$ cat config.mk
export PLATFORM = sky130hd
export DESIGN_NAME = pipeline_stage_register
export DESIGN_NICKNAME = d
export VERILOG_FILES = /design/src/rtl/pipeline_stage_register.sv
export SDC_FILE = /design/constraint.sdc
export NUM_CORES = 1
export LEC_CHECK = 0
export CAP_MARGIN = 20
export CORE_UTILIZATION = 41
export DETAILED_ROUTE_END_ITERATION = 12
export MAX_ROUTING_LAYER = met4
export PLACE_DENSITY = 0.77
export SLEW_MARGIN = 20
export SYNTH_ARGS = -nofsm -noshare
export SYNTH_HDL_FRONTEND = slang
export SYNTH_SLANG_ARGS = --single-unit
$ cat constraint.sdc
create_clock -name clk -period 1.4 [get_ports clk]
set_input_delay 0.14 -clock clk [delete_from_list [all_inputs] [get_ports clk]]
set_output_delay 0.14 -clock clk [all_outputs]
set_load 0.03 [all_outputs]
$ cat src/rtl/pipeline_stage_register.sv
// pipeline_stage_register
// Two-entry elastic pipeline stage (main + skid) carrying a datapath payload
// and a control bundle between valid/ready handshakes.
//
// Parameters
//   DATA_WIDTH    datapath payload width
//   CONTROL_WIDTH control-signal bundle width
// Ports
//   clk, reset_n             clock, asynchronous active-low reset
//   clear                    synchronous flush, discards both entries
//   in_valid/in_ready        upstream handshake, in_data/in_control payload
//   out_valid/out_ready      downstream handshake, out_data/out_control payload
//   stall_count/bubble_count saturating statistics counters
// Build option
//   PIPELINE_STAGE_STATS_EN  enables the statistics counters; when undefined
//                            both counters read as constant zero.
module pipeline_stage_register #(
    parameter int unsigned DATA_WIDTH    = 32,
    parameter int unsigned CONTROL_WIDTH = 8
) (
    input  logic                     clk,
    input  logic                     reset_n,
    input  logic                     clear,
    input  logic                     in_valid,
    output logic                     in_ready,
    input  logic [DATA_WIDTH-1:0]    in_data,
    input  logic [CONTROL_WIDTH-1:0] in_control,
    output logic                     out_valid,
    input  logic                     out_ready,
    output logic [DATA_WIDTH-1:0]    out_data,
    output logic [CONTROL_WIDTH-1:0] out_control,
    output logic [31:0]              stall_count,
    output logic [31:0]              bubble_count
);

    typedef enum logic [1:0] {
        ST_EMPTY = 2'd0,
        ST_ONE   = 2'd1,
        ST_FULL  = 2'd2
    } state_t;

    state_t                   r_state;
    logic                     r_in_ready;
    logic                     r_out_valid;
    logic [DATA_WIDTH-1:0]    r_main_data;
    logic [CONTROL_WIDTH-1:0] r_main_control;
    logic [DATA_WIDTH-1:0]    r_skid_data;
    logic [CONTROL_WIDTH-1:0] r_skid_control;

    logic w_accept;
    logic w_deliver;

    // Handshakes qualified by registered flags only; no out_ready -> in_ready path.
    assign w_accept  = in_valid  && r_in_ready;
    assign w_deliver = r_out_valid && out_ready;

    // State, entries and handshake flags. Main control is zeroed whenever the
    // stage goes empty so a bubble never presents a live control bundle.
    always_ff @(posedge clk or negedge reset_n) begin
        if (!reset_n) begin
            r_state        <= ST_EMPTY;
            r_in_ready     <= 1'b1;
            r_out_valid    <= 1'b0;
            r_main_data    <= '0;
            r_main_control <= '0;
            r_skid_data    <= '0;
            r_skid_control <= '0;
        end else if (clear) begin
            // Flush wins over both handshakes; an offered beat is dropped.
            r_state        <= ST_EMPTY;
            r_in_ready     <= 1'b1;
            r_out_valid    <= 1'b0;
            r_main_control <= '0;
        end else begin
            case (r_state)
                ST_EMPTY: begin
                    if (w_accept) begin
                        r_main_data    <= in_data;
                        r_main_control <= in_control;
                        r_state        <= ST_ONE;
                        r_out_valid    <= 1'b1;
                    end
                end
                ST_ONE: begin
                    if (w_accept && w_deliver) begin
                        r_main_data    <= in_data;
                        r_main_control <= in_control;
                    end else if (w_accept) begin
                        r_skid_data    <= in_data;
                        r_skid_control <= in_control;
                        r_state        <= ST_FULL;
                        r_in_ready     <= 1'b0;
                    end else if (w_deliver) begin
                        r_main_control <= '0;
                        r_state        <= ST_EMPTY;
                        r_out_valid    <= 1'b0;
                    end
                end
                ST_FULL: begin
                    if (w_deliver) begin
                        r_main_data    <= r_skid_data;
                        r_main_control <= r_skid_control;
                        r_state        <= ST_ONE;
                        r_in_ready     <= 1'b1;
                    end
                end
                default: begin
                    r_state        <= ST_EMPTY;
                    r_in_ready     <= 1'b1;
                    r_out_valid    <= 1'b0;
                    r_main_control <= '0;
                end
            endcase
        end
    end

    assign in_ready    = r_in_ready;
    assign out_valid   = r_out_valid;
    assign out_data    = r_main_data;
    assign out_control = r_main_control;

`ifdef PIPELINE_STAGE_STATS_EN
    logic [31:0] r_stall_count;
    logic [31:0] r_bubble_count;

    // Saturating counters; unaffected by clear.
    always_ff @(posedge clk or negedge reset_n) begin
        if (!reset_n) begin
            r_stall_count  <= '0;
            r_bubble_count <= '0;
        end else begin
            if (r_out_valid && !out_ready && (r_stall_count != 32'hFFFF_FFFF)) begin
                r_stall_count <= r_stall_count + 32'd1;
            end
            if (!r_out_valid && (r_bubble_count != 32'hFFFF_FFFF)) begin
                r_bubble_count <= r_bubble_count + 32'd1;
            end
        end
    end

    assign stall_count  = r_stall_count;
    assign bubble_count = r_bubble_count;
`else
    assign stall_count  = 32'd0;
    assign bubble_count = 32'd0;
`endif

endmodule

==> reports/results.txt <==
failing checks - setup timing
DR vias - 3,025
Iteration-0 DRC Markers - 100
Mapped Avg Cell Area - 11.7 sq um
first-pass GRT wire length - 14,900 um
Lkg Pwr - 2.60 nW
I/O pin count - 151
status - finished with violations
cts bufs inserted - 9
remaining antenna violation count - 0
Sink Count - 84
Clock transition at path regs - 80 ps
warnings from Yosys - 0
Final Hold Fails - 0
Root Driver - clkbuf_8
#FFs+latches synth - 84
Tot GR Track Use - 17.8%
grt ovf - 0
Net Sw Power - 4.39 mW
async set-or-reset flop fraction in the synthesized netlist - 100%
aggregate routed wire length - 9460 um
CP Class - register to register
setup tns final - -10,030 ps
Max Freq - 0.640 GHz
CTS Buffer Depth - 2
clk_lat worst skew - 350 ps
initial antenna violation count - 0
count leader, synth - dfrtp_1
Final GP Congestion - 0.790
Post-Syn Instances - 365
Setup Viol. Count Final - 80
Max VDD drop - 1.21 mV
Seq pwr share - 36.8%
Distinct cells, synth - 35
ys flop type - dfrtp_1
Starting Density - 43.0%
fin area - 0.00574 sq mm
share of layout cells above drive strength 1 - 28.1%
Pre-antenna DRT Iters - 4
wire per inst - 15.3 um
CORE AREA - 0.00995 sq mm
fin. max-slew vios - 0
vias in the first global route - 3,006
CTS H-Tree Depth - 3
Pwr Density - 1970 mW/mm^2
Vias/cell - 4.90
post-route setup slack - -162 ps
power share of the combinational group - 45.6%
DR DRC count - 0
worst path arrival time - 1840 ps
top cells by count, synth - 83 x dfrtp_1, 70 x buf_4, 39 x mux2i_1
EDFF count, synth - 0
minimum clock period - 1560 ps
full die area - 0.0109 sq mm
filler cell count - 824
synth top area cells - dfrtp_1 49%, buf_4 12%, mux2_2 10%, mux2i_1 9.1%, o21ai_0 4.1%
register area share after synthesis - 49.1%
post-synth top area share - 48.5%
Clk pwr share - 17.6%
n_diodes - 0
Post-Syn Area - 0.00428 sq mm
Net Sw Frac - 38.8%
critical path fanouts, max - 18
largest net degree at the start of global routing - 33
Clock Skews - 7.89 ps
cell taking the most area after synthesis - dfrtp_1
CTS tree - done
max-cap violation count - 0
fin nets - 524
number of I/O port buffers - 86
Worst setup EP type - register
Final period util - 112%
fin util - 57.6%
Detail Placement HPWL - 6190 um
P&R area growth vs syn - 34.0%
Row Count - 36
Hold WC Path Type - input port to asynchronous set/reset pin
Startpoint Class - register
die width - 104 um
die height - 104 um
RSZ-0062 raised after global routing - yes
P_int - 6.93 mW
Critical Path RT - 1680 ps
Area after DPL - 0.00526 sq mm
## power groups by stage
stage                     clock, mW  combinational, mW  sequential, mW
after floorplan                   0               2.21            5.06
after global placement            0               4.86            4.14
after detailed placement          0               5.00            4.18
after CTS                      2.02               4.86            4.14
after global routing           2.13               5.51            4.28
final                          1.99               5.16            4.16
## per-stage QoR
stage | power, mW | instances | setup WS, ps | hold slack, ps
2_1_floorplan | 7.27 | 428 | -170 | -156
3_3_place_gp | 9.00 | 591 | -275 | 69.5
3_5_place_dp | 9.18 | 591 | -297 | 72.6
4_1_cts | 11.0 | 614 | -142 | 224
5_1_grt | 11.9 | 617 | -213 | 242
6_report | 11.3 | 617 | -162 | 230
## logic make-up (layout without fill, tap and decap cells)
group / Yosys count / after routing / synth area share (%)
multiplexers: 79 / 79 / 19.6
AO/OA/AOI/OAI: 92 / 92 / 13.1
flip-flops: 84 / 84 / 49.1
AND/OR/NAND/NOR: 20 / 20 / 3.01
other: 1 / 64 / 0.0876
XOR/XNOR: 2 / 2 / 0.409
buffers and inverters: 87 / 143 / 14.6
## worst paths after layout
check	slack [ps]	cells after the start	end	from
max reg2reg	-160	5	out_data[14]	in_ready
min reg2reg	500	2	out_data[0]	out_data[0]
max in group asynchronous	660	3	r_skid_data[18]	reset_n
min	230	2	r_skid_data[12]	reset_n
max	-160	5	out_data[14]	in_ready
min in group clk	420	2	r_skid_data[19]	in_data[19]
## area by class of cell
| cell class | count | area [sq um] | share of cell area, % |
|---|---|---|---|
| Clock inverter | 5 | 83.8 | 1.46 |
| Timing Repair Buffer | 126 | 1290 | 22.4 |
| Clock buffer | 11 | 151 | 2.64 |
| Multi-Input combinational cell | 257 | 1940 | 33.8 |
| Sequential cell | 84 | 2110 | 36.7 |
| Inverter | 1 | 3.75 | 0.0654 |
| Tap cell | 133 | 166 | 2.90 |
## registers in the layout, indices dropped and copies added, names as in the netlist
| name | cells |
|---|---|
| r_state | 2 |
| in_ready | 1 |
| r_skid_control | 8 |
| out_data | 32 |
| r_skid_data | 32 |
| out_control | 8 |
| out_valid | 1 |
## routing by layer
metal	routed length, um	vias to the layer above	track usage [%]
met5	0	-	-
met2	4610	121	28.5
met3	504	11	4.01
met4	131	0	5.31
met1	4210	1498	22.5
li1	-	1395	-
## placed cells by master, fill, tap and decap left out, types with 11 or more instances in the layout
master,n
buf_4,26
clkbuf_8,11
clkdlybuf4s50_1,43
conb_1,64
dfrtp_1,80
dlygate4sd2_1,40
mux2_2,38
mux2i_1,38
o21ai_0,29
o21ai_1,17
o21ai_2,18
## timing repair
action                                 in CTS  in global routing
setup buffers                               5                  1
gates resized for setup                    55                 29
hold buffers                                1                  0
endpoints found under the hold margin      28                  0
pin swaps                                  11                  1
cloned                                      1                  2
setup endpoints to repair                 121                 82
## critical path: stages, from the launching register on
cell       delay [ps]
dfstp_2           590
nand3b_4          110
a2bb2oi_4         190
or2_4             280
buf_12            170
o21ai_1           140
No activity file was read; power rests on OpenSTA's default activity.
